File: config.mk
export PLATFORM = sky130hd
export DESIGN_NAME = ts_rx_det
export DESIGN_NICKNAME = d
export VERILOG_FILES = /design/src/rtl/ltssm_pkg.sv /design/src/rtl/ts_field_decode.sv /design/src/rtl/ts_rx_det.sv
export SDC_FILE = /design/constraint.sdc
export NUM_CORES = 1
export LEC_CHECK = 0
export ABC_AREA = 0
export BUFFER_PORTS_ARGS = -buffer_cell sky130_fd_sc_hd__buf_2
export CORE_UTILIZATION = 45
export CTS_CLUSTER_DIAMETER = 50
export DETAILED_ROUTE_END_ITERATION = 10
export PLACE_DENSITY = 0.8
export SETUP_SLACK_MARGIN = 0.02
export SLEW_MARGIN = 20
export SYNTH_ARGS = -nofsm -noshare
export SYNTH_HDL_FRONTEND = slang
export SYNTH_SLANG_ARGS = --single-unit
File: constraint.sdc
create_clock -name clk -period 2.3 [get_ports clk]
set_input_delay 0.46 -clock clk [delete_from_list [all_inputs] [get_ports clk]]
set_output_delay 0.46 -clock clk [all_outputs]
set_load 0.01 [all_outputs]
File: src/rtl/ltssm_pkg.sv
// Shared LTSSM ordered-set constants and helpers.
// Used by the TS generator and by the TS receive detector.
package ltssm_pkg;

    // Ordered-set symbol values
    localparam logic [7:0] COM    = 8'hBC;
    localparam logic [7:0] PADG12 = 8'hF7;
    localparam logic [7:0] D10_2  = 8'h4A;
    localparam logic [7:0] D5_2   = 8'h45;

    // ts_kind encodings
    localparam logic [1:0] TS_KIND_NONE = 2'b00;
    localparam logic [1:0] TS_KIND_TS1  = 2'b01;
    localparam logic [1:0] TS_KIND_TS2  = 2'b10;

    // Symbols 1..5 of a training set, kept together as one reference
    typedef struct packed {
        logic [7:0] link_num;
        logic [7:0] lane_num;
        logic [7:0] n_fts;
        logic [7:0] rate;
        logic [7:0] train_ctrl;
    } ts_fields_t;

    // True when all ten identifier symbols (6..15) equal sym
    function automatic logic pad_all(input logic [79:0] pad, input logic [7:0] sym);
        logic match;
        match = 1'b1;
        for (int i = 0; i < 10; i++) begin
            if (pad[i*8 +: 8] != sym) begin
                match = 1'b0;
            end else begin
                match = match;
            end
        end
        return match;
    endfunction

    // Eight-bit increment that sticks at 255
    function automatic logic [7:0] sat_inc8(input logic [7:0] val);
        logic [7:0] res;
        if (val == 8'hFF) begin
            res = 8'hFF;
        end else begin
            res = val + 8'd1;
        end
        return res;
    endfunction

endpackage

File: src/rtl/ts_field_decode.sv
// Combinational split of a 16-symbol ordered set into its fields,
// with well-formed TS1/TS2 classification.
module ts_field_decode
    import ltssm_pkg::*;
(
    input  logic [127:0] rx_ts,
    output logic [7:0]   link_num,
    output logic [7:0]   lane_num,
    output logic [7:0]   n_fts,
    output logic [7:0]   rate,
    output logic [7:0]   train_ctrl,
    output logic         well_formed,
    output logic [1:0]   kind
);

    logic [7:0]  sym0_s;
    logic [79:0] pad_s;
    logic        is_ts1_s;
    logic        is_ts2_s;

    // Slice symbols (symbol 0 is the most significant byte) and classify
    always_comb begin
        sym0_s     = rx_ts[127:120];
        link_num   = rx_ts[119:112];
        lane_num   = rx_ts[111:104];
        n_fts      = rx_ts[103:96];
        rate       = rx_ts[95:88];
        train_ctrl = rx_ts[87:80];
        pad_s      = rx_ts[79:0];

        is_ts1_s = (sym0_s == COM) && pad_all(pad_s, D10_2);
        is_ts2_s = (sym0_s == COM) && pad_all(pad_s, D5_2);

        if (is_ts1_s) begin
            kind = TS_KIND_TS1;
        end else if (is_ts2_s) begin
            kind = TS_KIND_TS2;
        end else begin
            kind = TS_KIND_NONE;
        end
        well_formed = is_ts1_s | is_ts2_s;
    end

endmodule

File: src/rtl/ts_rx_det.sv
// Training-set receive detector: validates incoming TS1/TS2 ordered sets,
// tracks runs of identical sets and flags when the run is long enough.
module ts_rx_det
    import ltssm_pkg::*;
#(
    parameter int NUM_CONSEC = 8
) (
    input  logic         clk,
    input  logic         rst,
    input  logic         clear,
    input  logic         rx_valid,
    input  logic [127:0] rx_ts,
    output logic         ts_rcvd,
    output logic         bad_ts,
    output logic [1:0]   ts_kind,
    output logic [7:0]   link_num,
    output logic [7:0]   lane_num,
    output logic [7:0]   n_fts,
    output logic [7:0]   rate,
    output logic [7:0]   train_ctrl,
    output logic [7:0]   consec_cnt,
    output logic         consec_ok
);

    localparam logic [1:0] ST_HUNT   = 2'd0;
    localparam logic [1:0] ST_TRACK  = 2'd1;
    localparam logic [1:0] ST_LOCKED = 2'd2;

    localparam logic [7:0] NUM_CONSEC_L = 8'(NUM_CONSEC);

    // Decoded view of the current beat
    ts_fields_t dec_fields_s;
    logic       dec_wf_s;
    logic [1:0] dec_kind_s;

    // Registered state; the field registers double as the run reference
    // (valid only outside HUNT)
    logic [1:0] state_r,  state_s;
    ts_fields_t fields_r, fields_s;
    logic [1:0] kind_r,   kind_s;
    logic [7:0] cnt_r,    cnt_s;
    logic       ok_r,     ok_s;
    logic       rcvd_r,   rcvd_s;
    logic       bad_r,    bad_s;
    logic       identical_s;

    ts_field_decode u_decode (
        .rx_ts       (rx_ts),
        .link_num    (dec_fields_s.link_num),
        .lane_num    (dec_fields_s.lane_num),
        .n_fts       (dec_fields_s.n_fts),
        .rate        (dec_fields_s.rate),
        .train_ctrl  (dec_fields_s.train_ctrl),
        .well_formed (dec_wf_s),
        .kind        (dec_kind_s)
    );

    // Beat matches the stored reference only when a reference exists
    always_comb begin
        identical_s = 1'b0;
        case (state_r)
            ST_HUNT: begin
                identical_s = 1'b0;
            end
            ST_TRACK, ST_LOCKED: begin
                identical_s = (dec_kind_s == kind_r) && (dec_fields_s == fields_r);
            end
            default: begin
                identical_s = 1'b0;
            end
        endcase
    end

    // Next-state and next-output computation; clear outranks a beat
    always_comb begin
        state_s  = state_r;
        fields_s = fields_r;
        kind_s   = kind_r;
        cnt_s    = cnt_r;
        rcvd_s   = 1'b0;
        bad_s    = 1'b0;

        if (clear) begin
            state_s = ST_HUNT;
            cnt_s   = 8'd0;
            kind_s  = TS_KIND_NONE;
        end else if (rx_valid) begin
            if (!dec_wf_s) begin
                // Malformed: drop the reference, keep last field values visible
                bad_s   = 1'b1;
                cnt_s   = 8'd0;
                kind_s  = TS_KIND_NONE;
                state_s = ST_HUNT;
            end else begin
                rcvd_s   = 1'b1;
                kind_s   = dec_kind_s;
                fields_s = dec_fields_s;
                if (identical_s) begin
                    cnt_s = sat_inc8(cnt_r);
                end else begin
                    cnt_s = 8'd1;
                end
                if (cnt_s >= NUM_CONSEC_L) begin
                    state_s = ST_LOCKED;
                end else begin
                    state_s = ST_TRACK;
                end
            end
        end else begin
            // Idle cycle: everything holds so gaps do not break a run
            state_s = state_r;
        end

        ok_s = (cnt_s >= NUM_CONSEC_L);
    end

    // State and output registers
    always_ff @(posedge clk) begin
        if (rst) begin
            state_r  <= ST_HUNT;
            fields_r <= '0;
            kind_r   <= TS_KIND_NONE;
            cnt_r    <= 8'd0;
            ok_r     <= 1'b0;
            rcvd_r   <= 1'b0;
            bad_r    <= 1'b0;
        end else begin
            state_r  <= state_s;
            fields_r <= fields_s;
            kind_r   <= kind_s;
            cnt_r    <= cnt_s;
            ok_r     <= ok_s;
            rcvd_r   <= rcvd_s;
            bad_r    <= bad_s;
        end
    end

    assign ts_rcvd    = rcvd_r;
    assign bad_ts     = bad_r;
    assign ts_kind    = kind_r;
    assign link_num   = fields_r.link_num;
    assign lane_num   = fields_r.lane_num;
    assign n_fts      = fields_r.n_fts;
    assign rate       = fields_r.rate;
    assign train_ctrl = fields_r.train_ctrl;
    assign consec_cnt = cnt_r;
    assign consec_ok  = ok_r;

endmodule

==> impl_metrics.tcl <==
set metrics [dict create \
    fin_nets 733 \
    cts-htree-levels 2 \
    avgSynthCellArea_um2 8.44 \
    yosysMostFrequentCell "nand2_1" \
    critPathMaxFanout 3 \
    ff2ff_setup_slack_ns 0.16 \
    critPathKind "register to register" \
    timing.critical_path.from "rate[1]" \
    drv_slew 0 \
    rr_startpoint "rate[1]" \
    clk_pin_slew_ns 0.10 \
    root_buffer "clkbuf_8" \
    dp_worst_setup_slack_ns -0.0838 \
    whs_ns 0.406 \
    finalClockSkew_ns 0.00704 \
    fin_crit_ns 2.14 \
    cts_buffers 5 \
    pwr-share-comb 0.142 \
    r2r_cells 7 \
    power_mw 1.90 \
    grt_max_degree 41 \
    cts_tree "built" \
    fp-row-count 31 \
    final_cell_area_mm2 0.00469 \
    rsz0062_at_grt "false" \
    p_sw_frac 0.240 \
    hp-class "primary input to register" \
    grt.total_usage 0.263 \
    syn_area_mm2 0.00344 \
    areaGrowthSynthToFinish_pct 36.5 \
    syn_inst 407 \
    peakVddDrop_uv 317 \
    dr.pass1.iters 5 \
    wirelength_mm 10.8 \
    crit_path_end "consec_cnt[6]" \
    portBuffers 184 \
    core-area_mm2 0.00733 \
    critPathLaunchType "register" \
    synth_top_area_share 0.320 \
    cp.arrival_ns 2.37 \
    grt_pass1_vias 3513 \
    hpwl_mm 8.63 \
    diodes 0 \
    die_y_um 89.4 \
    period_share 0.931 \
    setup_viol 0 \
    postLayoutSetupSlackWorst_ns 0.158 \
    synth-edff-count 0 \
    synth_fp_nets 540 \
    synth_area_leader_cell "dfxtp_1" \
    antenna_found_initial 0 \
    yosys_register_bits 55 \
    async_flop_share 0 \
    slew_headroom 0.551 \
    post-cts-setup-buffers 0 \
    synth_cell_types 50 \
    grt_overflow 0 \
    initial_core_util 0.469 \
    rr_endpoint "consec_cnt[6]" \
    end_kind "register" \
    placed_cell_area_mm2 0.00455 \
    p_seq_frac 0.502 \
    vias 3847 \
    p_sw_mw 0.457 \
    drt_iter0_drc 215 \
    p_int_mw 1.44 \
    setup_tns_ns 0 \
    ys_dominant_reg_cell "dfxtp_1" \
    max-clock-path-buffers 2 \
    p_per_area_mw_per_mm2 405 \
    synthTopCellsByArea "dfxtp_1, xnor2_1, nand2_1" \
    clk_latency_ns 0.31 \
    die_area_mm2 0.00799 \
    worst_slew_pin_slew_ns 0.674 \
    cts.sinks 55 \
    hold_violations 0 \
    num-fill-cells 669 \
    place.gp.congestion 0.901 \
    synth_common_cells "nand2_1, dfxtp_1, xnor2_1" \
    antenna_left 0 \
    max_freq_ghz 0.467 \
    clockPowerShare 0.357 \
    status "finished, final reports clean" \
    max_cap_violations 0 \
    yosysSeqAreaShare 0.320 \
    viasPerCell 5.50 \
    ios 185 \
    dieWidth_um 89.4 \
    synth_warnings 0 \
    drc_errors 0 \
    leakage_nw 1.92 \
    cts_hold_buf 0 \
    drive_above_1_share 0.469 \
    postCtsResizedCells 0 \
    drt-wirelength-per-cell_um 15.5 \
    cp_data_required_time_ns 2.53 \
    grt_pass1_wl_mm 16.3 \
]
-- how the worst min path moves through the flow --
stage,from,to,depth (start not counted)
final,rx_ts[108],lane_num[4],3
after global routing,rx_ts[109],lane_num[5],3
after CTS,rx_ts[107],lane_num[3],3
after detailed placement,n_fts[2],n_fts[2],2
after global placement,lane_num[4],lane_num[4],2
after floorplan,state_r[1],state_r[1],2
-- worst max-delay path, stage by stage, from the launching register on --
cell and delay [ns]:
dfxtp_1 0.34, xnor2_1 0.38, nand4_1 0.15, nor4_1 0.31, nand3_1 0.13, a211o_1 0.34
a21o_1 0.18, a211oi_2 0.23
-- layer usage --
| metal | GRT usage | share of wire | vias to the layer above |
|---|---|---|---|
| met4 | 0.0779 | 0.020 | 0 |
| met5 | 0 | 0 | - |
| met1 | 0.352 | 0.43 | 1785 |
| li1 | - | - | 1852 |
| met3 | 0.0646 | 0.074 | 23 |
| met2 | 0.418 | 0.47 | 187 |
-- registers in the layout, indices dropped and copies added (netlist names) --
| signal | count |
|---|---|
| consec_ok | 1 |
| rate | 8 |
| train_ctrl | 8 |
| lane_num | 8 |
| n_fts | 8 |
| state_r | 2 |
| consec_cnt | 8 |
| bad_ts | 1 |
| link_num | 8 |
| ts_kind | 2 |
| ts_rcvd | 1 |
-- per-stage QoR --
stage	std cells	util
floorplan	407	-
detailed placement	692	0.621
global route	700	0.640
global placement	692	0.621
finish	700	0.640
CTS	700	0.637
-- cells by family (layout without fill, tap and decap cells) --
| family | count (synthesis) | after routing | share of synthesized area |
|---|---|---|---|
| compound gates | 74 | 74 | 0.170 |
| xor+xnor | 42 | 42 | 0.107 |
| fa+ha+maj | 1 | 1 | 0.00364 |
| buf+inv | 26 | 220 | 0.0400 |
| flops | 55 | 55 | 0.320 |
| mux | 1 | 1 | 0.00291 |
| simple gates | 208 | 208 | 0.356 |
-- layout make-up --
cell class | instances | area [µm²] | share of cell area
well taps | 99 | 124 | 0.0264
multi-input cells | 326 | 2220 | 0.473
repair buffers | 205 | 1100 | 0.235
clock buffers | 6 | 82.6 | 0.0176
inverters | 7 | 26.3 | 0.00560
flip-flops and latches | 55 | 1100 | 0.235
clock inverters | 2 | 35.0 | 0.00747
-- power groups by stage --
stage,Combinational (mW),Sequential [mW],Clock (mW)
after detailed placement,0.262,0.974,0
after global placement,0.254,0.974,0
after global routing,0.290,0.953,0.737
after floorplan,0.100,0.975,0
after CTS,0.264,0.952,0.689
final,0.269,0.952,0.677
-- cells in the final DEF (no fill, tap or decap), types with 2 or more instances in the layout --
cell / count
inv_1: 7
nor2_1: 10
nand4_2: 2
o211ai_1: 2
clkbuf_8: 6
a21oi_2: 40
a211oi_1: 3
nand2_1: 95
nor3_2: 2
a21oi_1: 9
nand3_1: 14
buf_12: 2
nand2_2: 3
and3_1: 4
and4bb_1: 8
nor4bb_1: 5
or2_2: 2
xnor2_1: 39
or4_1: 2
o21ai_0: 8
buf_2: 184
dfxtp_1: 55
nor4_1: 7
nand4_1: 24
nor3_1: 7
buf_4: 19
nor4b_2: 2
nor4b_1: 4
and4bb_2: 10
xnor2_2: 2
Power figures use the tool's default switching activity.
